$ cat config.mk
export PLATFORM = sky130hd
export DESIGN_NAME = data_mem_ctrl
export DESIGN_NICKNAME = d
export VERILOG_FILES = /design/src/rtl/data_mem_pkg.sv /design/src/rtl/mem_align.sv /design/src/rtl/data_mem_ctrl.sv
export SDC_FILE = /design/constraint.sdc
export NUM_CORES = 1
export LEC_CHECK = 0
export ABC_AREA = 1
export CAP_MARGIN = 10
export CORE_MARGIN = 1.5
export CORE_UTILIZATION = 40
export CTS_BUF_LIST = sky130_fd_sc_hd__clkbuf_4 sky130_fd_sc_hd__clkbuf_8
export CTS_CLUSTER_SIZE = 8
export DETAILED_ROUTE_END_ITERATION = 16
export PLACE_DENSITY = 0.83
export SYNTH_ARGS = -nofsm -noshare
export SYNTH_HDL_FRONTEND = slang
export SYNTH_SLANG_ARGS = --single-unit
$ cat constraint.sdc
create_clock -name i_clk -period 1.6 [get_ports i_clk]
set_clock_uncertainty 0.2 [all_clocks]
set_input_delay 0.24 -clock i_clk [delete_from_list [all_inputs] [get_ports i_clk]]
set_output_delay 0.24 -clock i_clk [all_outputs]
set_load 0.1 [all_outputs]
$ cat src/rtl/data_mem_pkg.sv
// Shared constants and types for the data memory load/store controller.
// Holds the func3 encodings, the FSM state type and the byte-lane geometry.
package data_mem_pkg;

  localparam int LANES = 8;
  localparam int BUS_W = LANES * 8;

  localparam logic [2:0] F3_B  = 3'b000;
  localparam logic [2:0] F3_H  = 3'b001;
  localparam logic [2:0] F3_W  = 3'b010;
  localparam logic [2:0] F3_D  = 3'b011;
  localparam logic [2:0] F3_BU = 3'b100;
  localparam logic [2:0] F3_HU = 3'b101;
  localparam logic [2:0] F3_WU = 3'b110;

  typedef enum logic [1:0] {
    IDLE = 2'd0,
    REQ  = 2'd1,
    DONE = 2'd2
  } state_e;

  // Unshifted lane mask for an access size (func3[1:0]).
  function automatic logic [LANES-1:0] size_mask(input logic [1:0] size);
    case (size)
      2'b00:   size_mask = 8'h01;
      2'b01:   size_mask = 8'h03;
      2'b10:   size_mask = 8'h0F;
      default: size_mask = 8'hFF;
    endcase
  endfunction

endpackage

$ cat src/rtl/mem_align.sv
// Combinational lane steering: store byte enables and shifted data, load
// right-shift with sign/zero extension, and the misalignment/illegal flag.
module mem_align
  import data_mem_pkg::*;
(
  input  logic             st_we,
  input  logic [2:0]       st_func3,
  input  logic [2:0]       st_off,
  input  logic [BUS_W-1:0] st_wdata,
  input  logic [2:0]       ld_func3,
  input  logic [2:0]       ld_off,
  input  logic [BUS_W-1:0] ld_rdata,
  output logic [LANES-1:0] st_be,
  output logic [BUS_W-1:0] st_wdata_sh,
  output logic [BUS_W-1:0] ld_rdata_ext,
  output logic             misaligned
);

  logic [BUS_W-1:0] ld_shifted;

  // NOTE: every output gets a default first so no path can infer a latch.
  always_comb begin
    misaligned = 1'b0;
    case (st_func3[1:0])
      2'b01:   misaligned = st_off[0];
      2'b10:   misaligned = |st_off[1:0];
      2'b11:   misaligned = |st_off;
      default: misaligned = 1'b0;
    endcase
    // 111 is not a valid access, and stores have no unsigned variants.
    if (st_func3 == 3'b111 || (st_we && st_func3[2])) misaligned = 1'b1;

    st_be       = size_mask(st_func3[1:0]) << st_off;
    st_wdata_sh = st_wdata << {st_off, 3'b000};
  end

  always_comb begin
    ld_shifted = ld_rdata >> {ld_off, 3'b000};
    case (ld_func3)
      F3_B:    ld_rdata_ext = {{56{ld_shifted[7]}},  ld_shifted[7:0]};
      F3_H:    ld_rdata_ext = {{48{ld_shifted[15]}}, ld_shifted[15:0]};
      F3_W:    ld_rdata_ext = {{32{ld_shifted[31]}}, ld_shifted[31:0]};
      F3_BU:   ld_rdata_ext = {56'b0, ld_shifted[7:0]};
      F3_HU:   ld_rdata_ext = {48'b0, ld_shifted[15:0]};
      F3_WU:   ld_rdata_ext = {32'b0, ld_shifted[31:0]};
      default: ld_rdata_ext = ld_shifted;
    endcase
  end

endmodule

$ cat src/rtl/data_mem_ctrl.sv
// Load/store controller between the memory stage and a handshaked data port.
// Optional ack timeout is compiled in with `define DATA_MEM_CTRL_TIMEOUT_EN.
module data_mem_ctrl
  import data_mem_pkg::*;
#(
  parameter int ADDR_WIDTH     = 64,
  parameter int DATA_WIDTH     = 64,
  parameter int TIMEOUT_CYCLES = 255
) (
  input  logic                  i_clk,
  input  logic                  i_arst,
  input  logic                  i_mem_req,
  input  logic                  i_mem_we,
  input  logic [2:0]            i_func3,
  input  logic [ADDR_WIDTH-1:0] i_addr,
  input  logic [DATA_WIDTH-1:0] i_wdata,
  output logic                  o_stall,
  output logic [DATA_WIDTH-1:0] o_rdata,
  output logic                  o_misaligned,
  output logic                  o_bus_err,
  output logic                  o_ext_req,
  output logic                  o_ext_we,
  output logic [ADDR_WIDTH-1:0] o_ext_addr,
  output logic [DATA_WIDTH-1:0] o_ext_wdata,
  output logic [7:0]            o_ext_be,
  input  logic                  i_ext_ack,
  input  logic [DATA_WIDTH-1:0] i_ext_rdata
);

  state_e                state_q, state_d;
  logic                  ext_req_q, ext_req_d;
  logic                  ext_we_q, ext_we_d;
  logic [ADDR_WIDTH-1:0] ext_addr_q, ext_addr_d;
  logic [DATA_WIDTH-1:0] ext_wdata_q, ext_wdata_d;
  logic [7:0]            ext_be_q, ext_be_d;
  logic [2:0]            func3_q, func3_d;
  logic [2:0]            off_q, off_d;
  logic [DATA_WIDTH-1:0] rdata_q, rdata_d;

`ifdef DATA_MEM_CTRL_TIMEOUT_EN
  localparam int CNT_W = $clog2(TIMEOUT_CYCLES + 1);
  logic [CNT_W-1:0] cnt_q, cnt_d;
  logic             bus_err_q, bus_err_d;
`endif

  logic [7:0]            be_w;
  logic [DATA_WIDTH-1:0] wdata_sh_w;
  logic [DATA_WIDTH-1:0] rdata_ext_w;
  logic                  misaligned_w;
  logic                  issue;

  // Store side sees the live request; load side sees the latched access.
  mem_align u_align (
    .st_we        (i_mem_we),
    .st_func3     (i_func3),
    .st_off       (i_addr[2:0]),
    .st_wdata     (i_wdata),
    .ld_func3     (func3_q),
    .ld_off       (off_q),
    .ld_rdata     (i_ext_rdata),
    .st_be        (be_w),
    .st_wdata_sh  (wdata_sh_w),
    .ld_rdata_ext (rdata_ext_w),
    .misaligned   (misaligned_w)
  );

  assign issue = i_mem_req && !misaligned_w;

  always_comb begin
    state_d     = state_q;
    ext_req_d   = ext_req_q;
    ext_we_d    = ext_we_q;
    ext_addr_d  = ext_addr_q;
    ext_wdata_d = ext_wdata_q;
    ext_be_d    = ext_be_q;
    func3_d     = func3_q;
    off_d       = off_q;
    rdata_d     = rdata_q;
`ifdef DATA_MEM_CTRL_TIMEOUT_EN
    cnt_d       = cnt_q;
    bus_err_d   = 1'b0;
`endif

    case (state_q)
      IDLE: begin
        if (issue) begin
          state_d     = REQ;
          ext_req_d   = 1'b1;
          ext_we_d    = i_mem_we;
          ext_addr_d  = {i_addr[ADDR_WIDTH-1:3], 3'b000};
          ext_wdata_d = wdata_sh_w;
          ext_be_d    = be_w;
          func3_d     = i_func3;
          off_d       = i_addr[2:0];
`ifdef DATA_MEM_CTRL_TIMEOUT_EN
          cnt_d       = '0;
`endif
        end
      end
      REQ: begin
        if (i_ext_ack) begin
          state_d   = DONE;
          ext_req_d = 1'b0;
          rdata_d   = ext_we_q ? '0 : rdata_ext_w;
`ifdef DATA_MEM_CTRL_TIMEOUT_EN
        end else if (cnt_q == CNT_W'(TIMEOUT_CYCLES - 1)) begin
          // Last allowed wait cycle without ack: give up and flag the error.
          state_d   = DONE;
          ext_req_d = 1'b0;
          rdata_d   = '0;
          bus_err_d = 1'b1;
        end else begin
          cnt_d     = cnt_q + 1'b1;
`endif
        end
      end
      // The pipeline advances out of DONE; the lingering request is not reissued.
      default: state_d = IDLE;
    endcase
  end

  // NOTE: sequential state uses non-blocking assignments only, so every flop
  // samples the pre-edge values regardless of statement order.
  always_ff @(posedge i_clk) begin
    if (!i_arst) begin
      // NOTE: every register here is control or a small datapath latch, so all
      // of them take a reset value; nothing is left to power-up state.
      state_q     <= IDLE;
      ext_req_q   <= 1'b0;
      ext_we_q    <= 1'b0;
      ext_addr_q  <= '0;
      ext_wdata_q <= '0;
      ext_be_q    <= '0;
      func3_q     <= '0;
      off_q       <= '0;
      rdata_q     <= '0;
`ifdef DATA_MEM_CTRL_TIMEOUT_EN
      cnt_q       <= '0;
      bus_err_q   <= 1'b0;
`endif
    end else begin
      state_q     <= state_d;
      ext_req_q   <= ext_req_d;
      ext_we_q    <= ext_we_d;
      ext_addr_q  <= ext_addr_d;
      ext_wdata_q <= ext_wdata_d;
      ext_be_q    <= ext_be_d;
      func3_q     <= func3_d;
      off_q       <= off_d;
      rdata_q     <= rdata_d;
`ifdef DATA_MEM_CTRL_TIMEOUT_EN
      cnt_q       <= cnt_d;
      bus_err_q   <= bus_err_d;
`endif
    end
  end

  assign o_stall      = (state_q == IDLE && issue) || (state_q == REQ);
  assign o_misaligned = i_mem_req && misaligned_w;
  assign o_rdata      = rdata_q;
  assign o_ext_req    = ext_req_q;
  assign o_ext_we     = ext_we_q;
  assign o_ext_addr   = ext_addr_q;
  assign o_ext_wdata  = ext_wdata_q;
  assign o_ext_be     = ext_be_q;
`ifdef DATA_MEM_CTRL_TIMEOUT_EN
  assign o_bus_err    = bus_err_q;
`else
  assign o_bus_err    = 1'b0;
`endif

endmodule

==> flow_summary.yaml, run 1 <==
synth:
  async_reset_ff_frac: 0
  syn-mean-instance-area_sq_um: 6.33
  yosys_most_used_dff: "dfxtp_1"
  ys.warnings.count: 0
  synth_area_leaders: "dfxtp_1 36%, nand2_1 19%, a21oi_1 11%, nand3_1 11%, o21ai_0 6.1%"
  seq_area_frac_synth: 0.363
  ys_types: 32
  yosys_register_bits: 207
  yosysMostFrequentCell: "nand2_1"
  syn_area_sq_um: 11400
  synth_common_cells: "571 x nand2_1, 261 x a21oi_1, 258 x nand3_1"
  synth_edf_count: 0
  synth_top_cell_by_area: "dfxtp_1"
  synth_top_area_share: 0.363
  netlist_instances: 1802
status:
  error: "[ERROR GRT-0232] Routing congestion too high. Check the congestion heatmap in the GUI."
  outcome: "stopped before the end"
  failed_stage: "5_1_grt"
clocking:
  cts_buffers: 39
  clock_sinks: 207
  clockBufferDepth: 3
  htreeDepth: 2
  root_buffer: "clkbuf_8"
timing:
  worst-ep-kind: "output port"
  crit_endpoint: "o_stall"
floorplanning:
  dieHeight_um: 172
  die-width_um: 172
  start_util: 0.408
  fp-row-count: 61
  io_pins: 405
placement:
  io_buffers: 400
  hpwl_mm: 39.9
  gp_congestion: 1.03
grt:
  grt_util_all_layers: 0.625
  grt_remaining_overflow: 11
  grt_max_degree: 67
## through the flow
| step | std cells | worst slack (ps) | cell area [sq um] | setup TNS (ps) |
|---|---|---|---|---|
| floorplan | 1805 | -396 | 11600 | -6350 |
| global placement | 2609 | -683 | 19100 | -115270 |
| detailed placement | 2609 | -791 | 19100 | -124910 |
| CTS | 2753 | -468 | 22800 | -25920 |
## layer usage
metal | GRT usage | overflow
met5 | 0.0609 | 0
met4 | 0.617 | 6
met2 | 0.851 | 3
met1 | 0.611 | 0
met3 | 0.435 | 2
## repair_timing
item,in CTS
gates resized for setup,516
hold buffers,3
gates cloned,30
setup endpoints to repair,260
pin swaps,186
setup buffers,44
hold endpoints to repair,3
## kinds of logic after synthesis
logic type / Yosys count / share of synthesized area
AO/OA/AOI/OAI: 448 / 0.207
buffers and inverters: 207 / 0.0797
flip-flops: 207 / 0.363
other: 1 / 0.000329
AND/OR/NAND/NOR: 939 / 0.350
==> inputs of run 2 (changes only) <==
--- a/config.mk
+++ b/config.mk
@@ -8,11 +8,9 @@
 export ABC_AREA = 1
 export CAP_MARGIN = 10
 export CORE_MARGIN = 1.5
-export CORE_UTILIZATION = 40
-export CTS_BUF_LIST = sky130_fd_sc_hd__clkbuf_4 sky130_fd_sc_hd__clkbuf_8
-export CTS_CLUSTER_SIZE = 8
+export CORE_UTILIZATION = 25
 export DETAILED_ROUTE_END_ITERATION = 16
-export PLACE_DENSITY = 0.83
+export PLACE_DENSITY_LB_ADDON = 0.15
 export SYNTH_ARGS = -nofsm -noshare
 export SYNTH_HDL_FRONTEND = slang
 export SYNTH_SLANG_ARGS = --single-unit
==> constraint.sdc (replaced) <==
create_clock -name i_clk -period 2.1 [get_ports i_clk]
set_clock_uncertainty 0.2 [all_clocks]
set_input_delay 0.315 -clock i_clk [delete_from_list [all_inputs] [get_ports i_clk]]
set_output_delay 0.315 -clock i_clk [all_outputs]
set_load 0.1 [all_outputs]
==> run 2 against run 1 <==
- the run now ends clean
- synthesized cell count did not move
- area after synthesis did not move
==> flow_summary.yaml, run 2 <==
grt:
  grt_max_degree: 56
  grt_pass1_vias: 13632
  grt_util_met2: 0.377
  grt_util_all_layers: 0.215
  antenna_found_initial: 5
  grt_remaining_overflow: 0
  busiest_layer: "met2"
  grtUsageMet3: 0.0451
  grt_pass1_wl_mm: 78.7
  grt_use_met1: 0.259
worst_setup_path:
  rr_worst_depth: 11
  path_buf_inv: 1
  startpoint: "state_q[1]$_SDFFE_PN0P_"
  critical_path_arrival_ps: 1560
  path_cells: "nor3_4, nand3_4, nand2_4, buf_12"
  worstSetupPathType: "register to output port"
  cp-endpoint: "o_stall"
  cp.required_ps: 1580
  start_kind: "register"
  slowest_stage: "dfxtp_2"
  worst-path-stages: 4
  max_stage_delay_ps: 340
  crit_family: "simple AND/OR/NAND/NOR gates"
  r2r_slack_ps: 130
  cp-end-kind: "output port"
  rr_startpoint: "off_q[0]$_SDFFE_PN0P_"
  rr_endpoint: "o_rdata[32]$_SDFFE_PN0P_"
  crit_fanout: 3
pwr:
  power_density_nw_per_um2: 685
  comb_power_share: 0.317
  power.internal_mw: 7.90
  power_switching_share: 0.360
  pwr-share-seq: 0.338
  power_frac_clock: 0.344
  irDropWorstVdd_uv: 597
  switchingPower_mw: 4.45
  p_leak_nw: 7.55
synth:
  yosysMostFrequentCell: "nand2_1"
  ys.warnings.count: 0
  yosys_most_used_dff: "dfxtp_1"
  syn-mean-instance-area_sq_um: 6.33
  ys_types: 32
  async_reset_ff_frac: 0
  synth_area_leaders: "dfxtp_1 36%, nand2_1 19%, a21oi_1 11%, nand3_1 11%, o21ai_0 6.1%"
  synth_top_area_share: 0.363
  syn_area_sq_um: 11400
  netlist_instances: 1802
  synth_top_cell_by_area: "dfxtp_1"
  seq_area_frac_synth: 0.363
  yosys_register_bits: 207
  synth_common_cells: "571 x nand2_1, 261 x a21oi_1, 258 x nand3_1"
  synth_edf_count: 0
route:
  vias: 14016
  viasPerCell: 4.89
  wl_per_cell_um: 18.4
  dr.pass1.iters: 5
  drt-total-wl_mm: 52.8
  ant_nets: 0
  drt_iter0_markers: 1194
  drc: 0
layout:
  layoutNonFillerInstCount: 2864
  syn2layout_area_growth_pct: 58.1
  drive_gt1_frac: 0.208
  mostFrequentLayoutCell: "nand2_1"
  filler_cell_count: 4838
  layout.nets: 2445
  utilization: 0.399
  multiInputGateArea_sq_um: 6410
  regArea_sq_um: 4150
  final_cell_mix: "567 x nand2_1, 305 x buf_4, 261 x a21oi_1"
clocking:
  cts_buffers: 25
  cts.clk_slew.worst_paths_ps: 60
  clockBufferDepth: 3
  root_buffer: "clkbuf_16"
  htreeDepth: 1
  cts_tree: "done"
  cts_hold_buf: 0
  clock_sinks: 207
  insertion_delay_ps: 550
placement:
  hpwl_mm: 40.2
  dp.cells: 2810
  io_buffers: 400
  gp_congestion: 0.937
floorplanning:
  start_util: 0.252
  die_area_sq_um: 46900
  design.core.area_sq_um: 45200
  fp-row-count: 78
  io_pins: 405
  dieHeight_um: 217
  die-width_um: 217
timing:
  fin_crit_sh: 0.986
  setup_viol: 0
  maxSlewHeadroom: 0.619
  rsz0062_at_grt: "yes"
  timing.final.hold_violations: 0
  max_clock_freq_ghz: 0.483
  fin_crit_ps: 2070
  fin_tns_setup_ps: 0
  worst_pin_slew_ps: 565
  finalMaxSlewViolations: 0
hold_path:
  hold_start: "i_addr[0]"
  hold_path_class: "input pin to register"
job:
  cap_violations: 0
status:
  outcome: "finished, final reports clean"
-- run 2: cell counts after synthesis --
No cell type changed its count.
-- run 2: final cells by class --
| cell class | count | area share |
|---|---|---|
| Clock buffer | 39 | 0.0415 |
| Clock inverter | 5 | 0.00236 |
| Timing Repair Buffer | 578 | 0.319 |
| Inverter | 42 | 0.00916 |
| Tap cell | 600 | 0.0416 |
| Antenna cell | 2 | 0.000278 |
| Sequential cell | 207 | 0.230 |
| Multi-Input combinational cell | 1391 | 0.356 |
-- run 2: worst min-delay path by stage --
stage                                        to  slack [ps]  cells past startpoint
floorplan           o_ext_wdata[0]$_SDFFE_PN0P_         260                      2
global placement    o_ext_addr[15]$_SDFFE_PN0P_         250                      2
detailed placement  o_ext_addr[57]$_SDFFE_PN0P_         260                      2
CTS                       off_q[0]$_SDFFE_PN0P_          80                      4
global route              off_q[0]$_SDFFE_PN0P_         120                      4
finish                    off_q[0]$_SDFFE_PN0P_         120                      4
-- run 2: per-stage QoR --
stage	power, mW	setup WS (ps)	area, sq um	hold WS [ps]
after floorplan	6.54	-204	11400	258
after global routing	12.9	-69.1	18000	125
after CTS	12.5	-53.8	17900	83.6
after global placement	8.13	-383	17100	253
final	12.3	29.2	18000	122
after detailed placement	8.14	-414	17100	255
-- run 2: cells by family after synthesis --
kind of cell           share of synthesized area
other                                   0.000329
buffers and inverters                     0.0797
flip-flops                                 0.363
AO/OA/AOI/OAI                              0.207
AND/OR/NAND/NOR                            0.350
-- run 2: power groups by stage --
stage               Combinational [mW]  Clock, mW  Sequential (mW)
finish                            3.92       4.25             4.18
global route                      4.18       4.55             4.19
CTS                               3.90       4.39             4.18
detailed placement                3.88          0             4.26
global placement                  3.87          0             4.26
floorplan                         1.36          0             5.18
-- run 2: layer usage --
metal | vias to the layer above | part of all wire | routed length (um)
li1 | 6905 | - | -
met5 | - | 0.00085 | 45
met3 | 95 | 0.065 | 3450
met4 | 6 | 0.031 | 1650
met2 | 470 | 0.49 | 26000
met1 | 6540 | 0.41 | 21700
-- run 2: worst register-to-register path: cells and delay by family, from the launching register on --
| kind | cells | cell delay (ps) |
|---|---|---|
| AOI/OAI and AO/OA | 2 | 190 |
| buffers and inverters | 3 | 440 |
| DFF | 1 | 370 |
| and+or+nand+nor | 6 | 640 |
-- run 2: timing repair --
item,4_1_cts,5_1_grt
endpoints found under the setup margin,31,46
pin swaps,4,5
resized for setup,9,20
cloned,0,2
hold endpoints to repair,0,0
buffers inserted,3,3
No activity file was read; power rests on OpenSTA's default activity.
